--- src/rtl/cla_adder_pipe.sv ---
// Two-stage pipelined carry-lookahead adder/subtractor with accumulator.
// Stage 1 resolves the low half and its carry-out; stage 2 finishes the high half.
module cla_adder_pipe #(
  parameter int unsigned WIDTH = 16,
  parameter int unsigned GROUP = 4
) (
  input  logic             clk,
  input  logic             rst,
  input  logic             in_valid,
  output logic             in_ready,
  input  logic [1:0]       op,
  input  logic [WIDTH-1:0] a,
  input  logic [WIDTH-1:0] b,
  input  logic             cin,
  output logic             out_valid,
  input  logic             out_ready,
  output logic [WIDTH-1:0] sum,
  output logic             cout,
  output logic             ovf,
  output logic             zero,
  output logic [WIDTH-1:0] acc
);

  localparam int unsigned HALF = WIDTH / 2;
  localparam int unsigned NGRP = HALF / GROUP;

  localparam logic [1:0] OP_ADD  = 2'b00;
  localparam logic [1:0] OP_SUB  = 2'b01;
  localparam logic [1:0] OP_ACC  = 2'b10;
  localparam logic [1:0] OP_LOAD = 2'b11;

  // Half-width two-level CLA: returns {carry_out, sum}.
  function automatic logic [HALF:0] cla_half(input logic [HALF-1:0] x,
                                             input logic [HALF-1:0] y,
                                             input logic            c0);
    logic [HALF-1:0] g, p, c;
    logic [NGRP-1:0] gg, gp;
    logic [NGRP:0]   gc;
    logic            t, cc;
    g = x & y;
    p = x | y;
    c = '0;
    for (int k = 0; k < int'(NGRP); k++) begin
      gg[k] = 1'b0;
      gp[k] = 1'b1;
      for (int i = 0; i < int'(GROUP); i++) begin
        gg[k] = g[k*GROUP+i] | (p[k*GROUP+i] & gg[k]);
        gp[k] = gp[k] & p[k*GROUP+i];
      end
    end
    // Second level: every group carry straight from c0 and group G/P terms
    gc[0] = c0;
    for (int k = 0; k < int'(NGRP); k++) begin
      gc[k+1] = gg[k];
      t = gp[k];
      for (int j = k - 1; j >= 0; j--) begin
        gc[k+1] = gc[k+1] | (t & gg[j]);
        t = t & gp[j];
      end
      gc[k+1] = gc[k+1] | (t & c0);
    end
    // Bit carries inside each group, looked ahead from the group carry-in
    for (int k = 0; k < int'(NGRP); k++) begin
      for (int i = 0; i < int'(GROUP); i++) begin
        cc = 1'b0;
        t  = 1'b1;
        for (int j = i - 1; j >= 0; j--) begin
          cc = cc | (t & g[k*GROUP+j]);
          t  = t & p[k*GROUP+j];
        end
        c[k*GROUP+i] = cc | (t & gc[k]);
      end
    end
    return {gc[NGRP], x ^ y ^ c};
  endfunction

  logic             s1_valid;
  logic             s1_acc_op;
  logic [HALF-1:0]  s1_lo;
  logic             s1_cmid;
  logic [HALF-1:0]  s1_a_hi;
  logic [HALF-1:0]  s1_b_hi;

  logic [WIDTH-1:0] opa, opb;
  logic             c0;
  logic [HALF:0]    lo_res, hi_res;
  logic [WIDTH-1:0] res_sum;
  logic             res_cout, res_ovf;
  logic             adv1, adv2, accept;

  // Operand mapping onto a single adder
  always_comb begin
    opa = a;
    opb = b;
    c0  = cin;
    case (op)
      OP_ADD:  ;
      OP_SUB:  begin opb = ~b; c0 = 1'b1; end
      OP_ACC:  opb = acc;
      OP_LOAD: begin opa = '0; opb = a; c0 = 1'b0; end
      default: ;
    endcase
  end

  assign lo_res   = cla_half(opa[HALF-1:0], opb[HALF-1:0], c0);
  assign hi_res   = cla_half(s1_a_hi, s1_b_hi, s1_cmid);
  assign res_sum  = {hi_res[HALF-1:0], s1_lo};
  assign res_cout = hi_res[HALF];
  // Carry into the MSB recovered from the MSB sum bit and its operands
  assign res_ovf  = res_cout ^ (s1_a_hi[HALF-1] ^ s1_b_hi[HALF-1] ^ hi_res[HALF-1]);

  assign adv2     = !out_valid || out_ready;
  assign adv1     = !s1_valid || adv2;
  // ACC/LOAD in stage 1 blocks intake until acc has been written back
  assign in_ready = adv1 && !(s1_valid && s1_acc_op);
  assign accept   = in_valid && in_ready;

  always_ff @(posedge clk) begin
    if (rst) begin
      s1_valid  <= 1'b0;
      s1_acc_op <= 1'b0;
      s1_lo     <= '0;
      s1_cmid   <= 1'b0;
      s1_a_hi   <= '0;
      s1_b_hi   <= '0;
    end else if (adv1) begin
      s1_valid <= accept;
      if (accept) begin
        s1_acc_op <= op[1];
        s1_lo     <= lo_res[HALF-1:0];
        s1_cmid   <= lo_res[HALF];
        s1_a_hi   <= opa[WIDTH-1:HALF];
        s1_b_hi   <= opb[WIDTH-1:HALF];
      end
    end
  end

  always_ff @(posedge clk) begin
    if (rst) begin
      out_valid <= 1'b0;
      sum       <= '0;
      cout      <= 1'b0;
      ovf       <= 1'b0;
      zero      <= 1'b0;
      acc       <= '0;
    end else if (adv2) begin
      out_valid <= s1_valid;
      if (s1_valid) begin
        sum  <= res_sum;
        cout <= res_cout;
        ovf  <= res_ovf;
        zero <= (res_sum == '0);
        if (s1_acc_op) acc <= res_sum;
      end
    end
  end

endmodule

--- config.mk ---
export PLATFORM = sky130hd
export DESIGN_NAME = cla_adder_pipe
export DESIGN_NICKNAME = d
export VERILOG_FILES = /design/src/rtl/cla_adder_pipe.sv
export SDC_FILE = /design/constraint.sdc
export NUM_CORES = 1
export LEC_CHECK = 0
export BUFFER_PORTS_ARGS = -buffer_cell sky130_fd_sc_hd__buf_2
export CAP_MARGIN = 25
export CORE_UTILIZATION = 50
export DETAILED_ROUTE_END_ITERATION = 10
export PLACE_DENSITY = 0.76
export RECOVER_POWER = 25
export SETUP_SLACK_MARGIN = 0.15
export SYNTH_ARGS = -nofsm -noshare
export SYNTH_HDL_FRONTEND = slang
export SYNTH_SLANG_ARGS = --single-unit
--- constraint.sdc ---
create_clock -name clk -period 5.77 [get_ports clk]
set_clock_uncertainty 0.05 [all_clocks]
set_input_delay 0.8655 -clock clk [delete_from_list [all_inputs] [get_ports clk]]
set_output_delay 0.8655 -clock clk [all_outputs]
set_load 0.01 [all_outputs]
==> out/metrics.yaml <==
outcome:
  status: "finished with violations"
  failed_checks: "max-capacitance violations, max-slew violations"
cells_and_area:
  insertedDiodeCount: 0
  layout_common_cells: "90 x nand2_1, 63 x dfxtp_1, 56 x a21oi_1, 50 x buf_2, 36 x inv_1"
  syn_to_final_growth_pct: 16.18
  finalNonFillerCells: 634
  fill_cells: 689
  drive_gt1_share_pct: 14.21
  final-seq-area_um2: 1261
  fin_nets: 604
  layout_commonest_cell: "nand2_1"
  multiInputGateArea_um2: 2218
synth:
  ys_ff_latch: 63
  syn_inst: 470
  ys_types: 45
  synth_fp_nets: 544
  yosys_warnings: 0
  synth_area_leader_cell: "dfxtp_1"
  synthSimpleGateAreaFrac_pct: 20.55
  async_reset_ff_share_pct: 0
  seq_area_frac_synth_pct: 33.69
  synthXorXnorAreaFrac_pct: 5.615
  synth.area.top_cells: "dfxtp_1 34%, ha_1 10%, nand2_1 9.0%"
  synth_top_family_by_area: "simple AND/OR/NAND/NOR gates"
  synthAdderAreaFrac_pct: 12.50
  syn_avg_cell_area_um2: 7.965
  netlist.area_leader.share_pct: 33.69
  synth-compound-area-share_pct: 16.01
  synth_edf_count: 0
  synth_area_um2: 3744
  synthMuxAreaShare_pct: 4.579
  synthFlopType: "dfxtp_1"
global_routing:
  overflow: 0
  grt_max_degree: 47
  grtUsageTotal_pct: 24.11
  grt_pass1_wl_mm: 14.26
  antenna_found_initial: 0
  grt_pass1_vias: 3093
drt:
  drc: 0
  via_per_inst: 5.349
  drt-initial-drc-count: 185
  dr.pass1.iters: 5
  wire_per_inst_um: 14.02
  antenna_left: 0
  vias: 3391
  totalWireLength_mm: 8.887
cts:
  cts_made_buffers: 9
  cts_hold_buffers: 0
  cts_setup_buffers: 0
  clkLatencyLatePin_ns: 0.35
  ctsResizeCount: 0
  clock-root-buffer: "clkbuf_8"
  cts_num_sinks: 63
  cts_max_level: 3
  clk_pin_slew_ns: 0.07
  cts_buffer_depth: 2
  cts_tree: "yes"
worst_setup_path:
  ff2ff_path_depth: 11
  start_kind: "input port"
  crit_type: "input port to register"
  critPathRequiredTime_ns: 5.95
  worst_ep_arrival_time_ns: 4.04
  critical_path.max_stage_delay_ns: 0.55
  crit_start: "op[1]"
  r2r_slack_ns: 2.94
  path_cells: "buf_2, nand2_1, and2_1, ha_1, a311o_1, o32ai_2, o21bai_1, a21oi_1, fa_1, a211oi_1"
  r2r_start: "s1_b_hi[0]$_SDFFE_PP0P_"
  critical_path.max_fanout: 36
  cp-end-kind: "register"
  worst_path_max_delay_cell: "nand2_1"
  regToRegEndpoint: "zero$_SDFFE_PP0P_"
timing:
  slew_headroom_pct: -32.87
  tightest_slew_ns: 1.993
  hold_violations: 0
  fmax_ghz: 0.2594
  slew_violations: 47
  holdWs_ns: 0.4081
  setup_tns_ns: 0
  rsz0062_at_grt: "no"
  post-route-min-period_ns: 3.856
  final-setup-viol-count: 0
  period_share_pct: 66.82
hold_path:
  min_to: "sum[0]$_SDFFE_PP0P_"
  hp-start: "sum[0]$_SDFFE_PP0P_"
  hold-path-cell-count: 2
  hold_class: "register to register"
power_and_ir_drop:
  intPower_mw: 0.8325
  p_clk_share_pct: 40.9
  powerDensity_nw_per_um2: 267.7
  peakVddDrop_mv: 0.1992
  p_leak_nw: 1.887
  p_switching_mw: 0.3318
  combPwrFrac_pct: 17.9
  pwr-share-seq_pct: 41.2
  swShare_pct: 28.49
floorplan:
  fp.dieH_um: 88.53
  start_util_pct: 51.61
  io_pins: 76
  design.die.area_um2: 7838
  die_w_um: 88.53
  core.rowCount: 31
  core_area_um2: 7253
placed_design:
  dp_hpwl_mm: 6.483
  place_inst: 618
  gp_congestion: 0.8760
  io_buffer_count: 75
flow_run:
  drv_cap: 1
==> cell usage after synthesis (2+ instances only) <==
cell type,instances
nand2_1,90
dfxtp_1,63
a21oi_1,56
inv_1,36
nor2_1,34
ha_1,31
clkbuf_1,17
mux2i_1,16
xor2_1,16
a211oi_1,11
nand3_1,10
o211ai_1,9
xnor2_1,8
buf_2,7
nor2b_1,5
a21o_1,4
and2_1,4
fa_1,4
nand2b_1,4
nor3_1,4
nor3b_1,4
nor4b_1,4
buf_1,3
o21ai_0,3
a211o_1,2
nand4_1,2
nand4b_1,2
o21bai_1,2
o31a_1,2
or4_1,2
==> power groups by stage <==
stage | Sequential [mW] | Clock, mW | Combinational [mW]
after CTS | 0.479 | 0.481 | 0.211
after global routing | 0.483 | 0.496 | 0.234
after detailed placement | 0.489 | 0 | 0.209
final | 0.480 | 0.476 | 0.209
after floorplan | 0.487 | 0 | 0.150
after global placement | 0.489 | 0 | 0.202
==> worst max-delay path, delay by kind of cell <==
kind | cells | cell delay [ns]
and+or+nand+nor | 2 | 0.89
AOI/OAI and AO/OA | 5 | 1.16
buffers and inverters | 1 | 0.48
adders and majority gates | 2 | 0.61
==> layer usage <==
layer	vias up	global-route usage [%]	part of all wire (%)
met1	1589	30.01	45
li1	1685	-	-
met4	0	12.02	3.3
met2	94	39.72	47
met3	23	4.944	4.7
met5	-	0	0
==> metrics by stage <==
stage          instance area (um2)  utilization, %  total power, mW  worst slack [ns]
2_1_floorplan                 3744               -           0.6367             2.402
4_1_cts                       4380           60.39            1.171             1.954
6_report                      4349           59.96            1.164             1.914
3_3_place_gp                  4136           57.03           0.6906             1.807
3_5_place_dp                  4136           57.03           0.6984             1.608
5_1_grt                       4349           59.96            1.212             1.657
==> registers in the layout, indices dropped and copies added, names as in the netlist, 8 cells and up <==
name / count
s1_lo: 8
sum: 16
s1_a_hi: 8
acc: 16
s1_b_hi: 8
==> kinds of logic after synthesis <==
family / Yosys count
multiplexers: 17
flip-flops: 63
AO/OA/AOI/OAI: 96
AND/OR/NAND/NOR: 170
adder cells (fa/ha/maj): 35
XOR/XNOR: 24
buffers and inverters: 65
==> area by class of cell <==
class,instances,area share (%)
Multi-Input combinational cell,342,51.01
Sequential cell,63,29.00
Timing Repair Buffer,78,8.429
Inverter,36,3.107
Clock buffer,9,2.848
Tap cell,99,2.848
Clock inverter,7,2.762
==> worst max-delay path by stage <==
| stage | to | slack, ns |
|---|---|---|
| finish | s1_lo[4]$_SDFFE_PP0P_ | 1.91 |
| global route | s1_lo[4]$_SDFFE_PP0P_ | 1.66 |
| CTS | s1_lo[4]$_SDFFE_PP0P_ | 1.95 |
| detailed placement | s1_lo[4]$_SDFFE_PP0P_ | 1.61 |
| global placement | s1_lo[4]$_SDFFE_PP0P_ | 1.81 |
| floorplan | s1_lo[5]$_SDFFE_PP0P_ | 2.40 |
(Power assumes the default switching activity.)
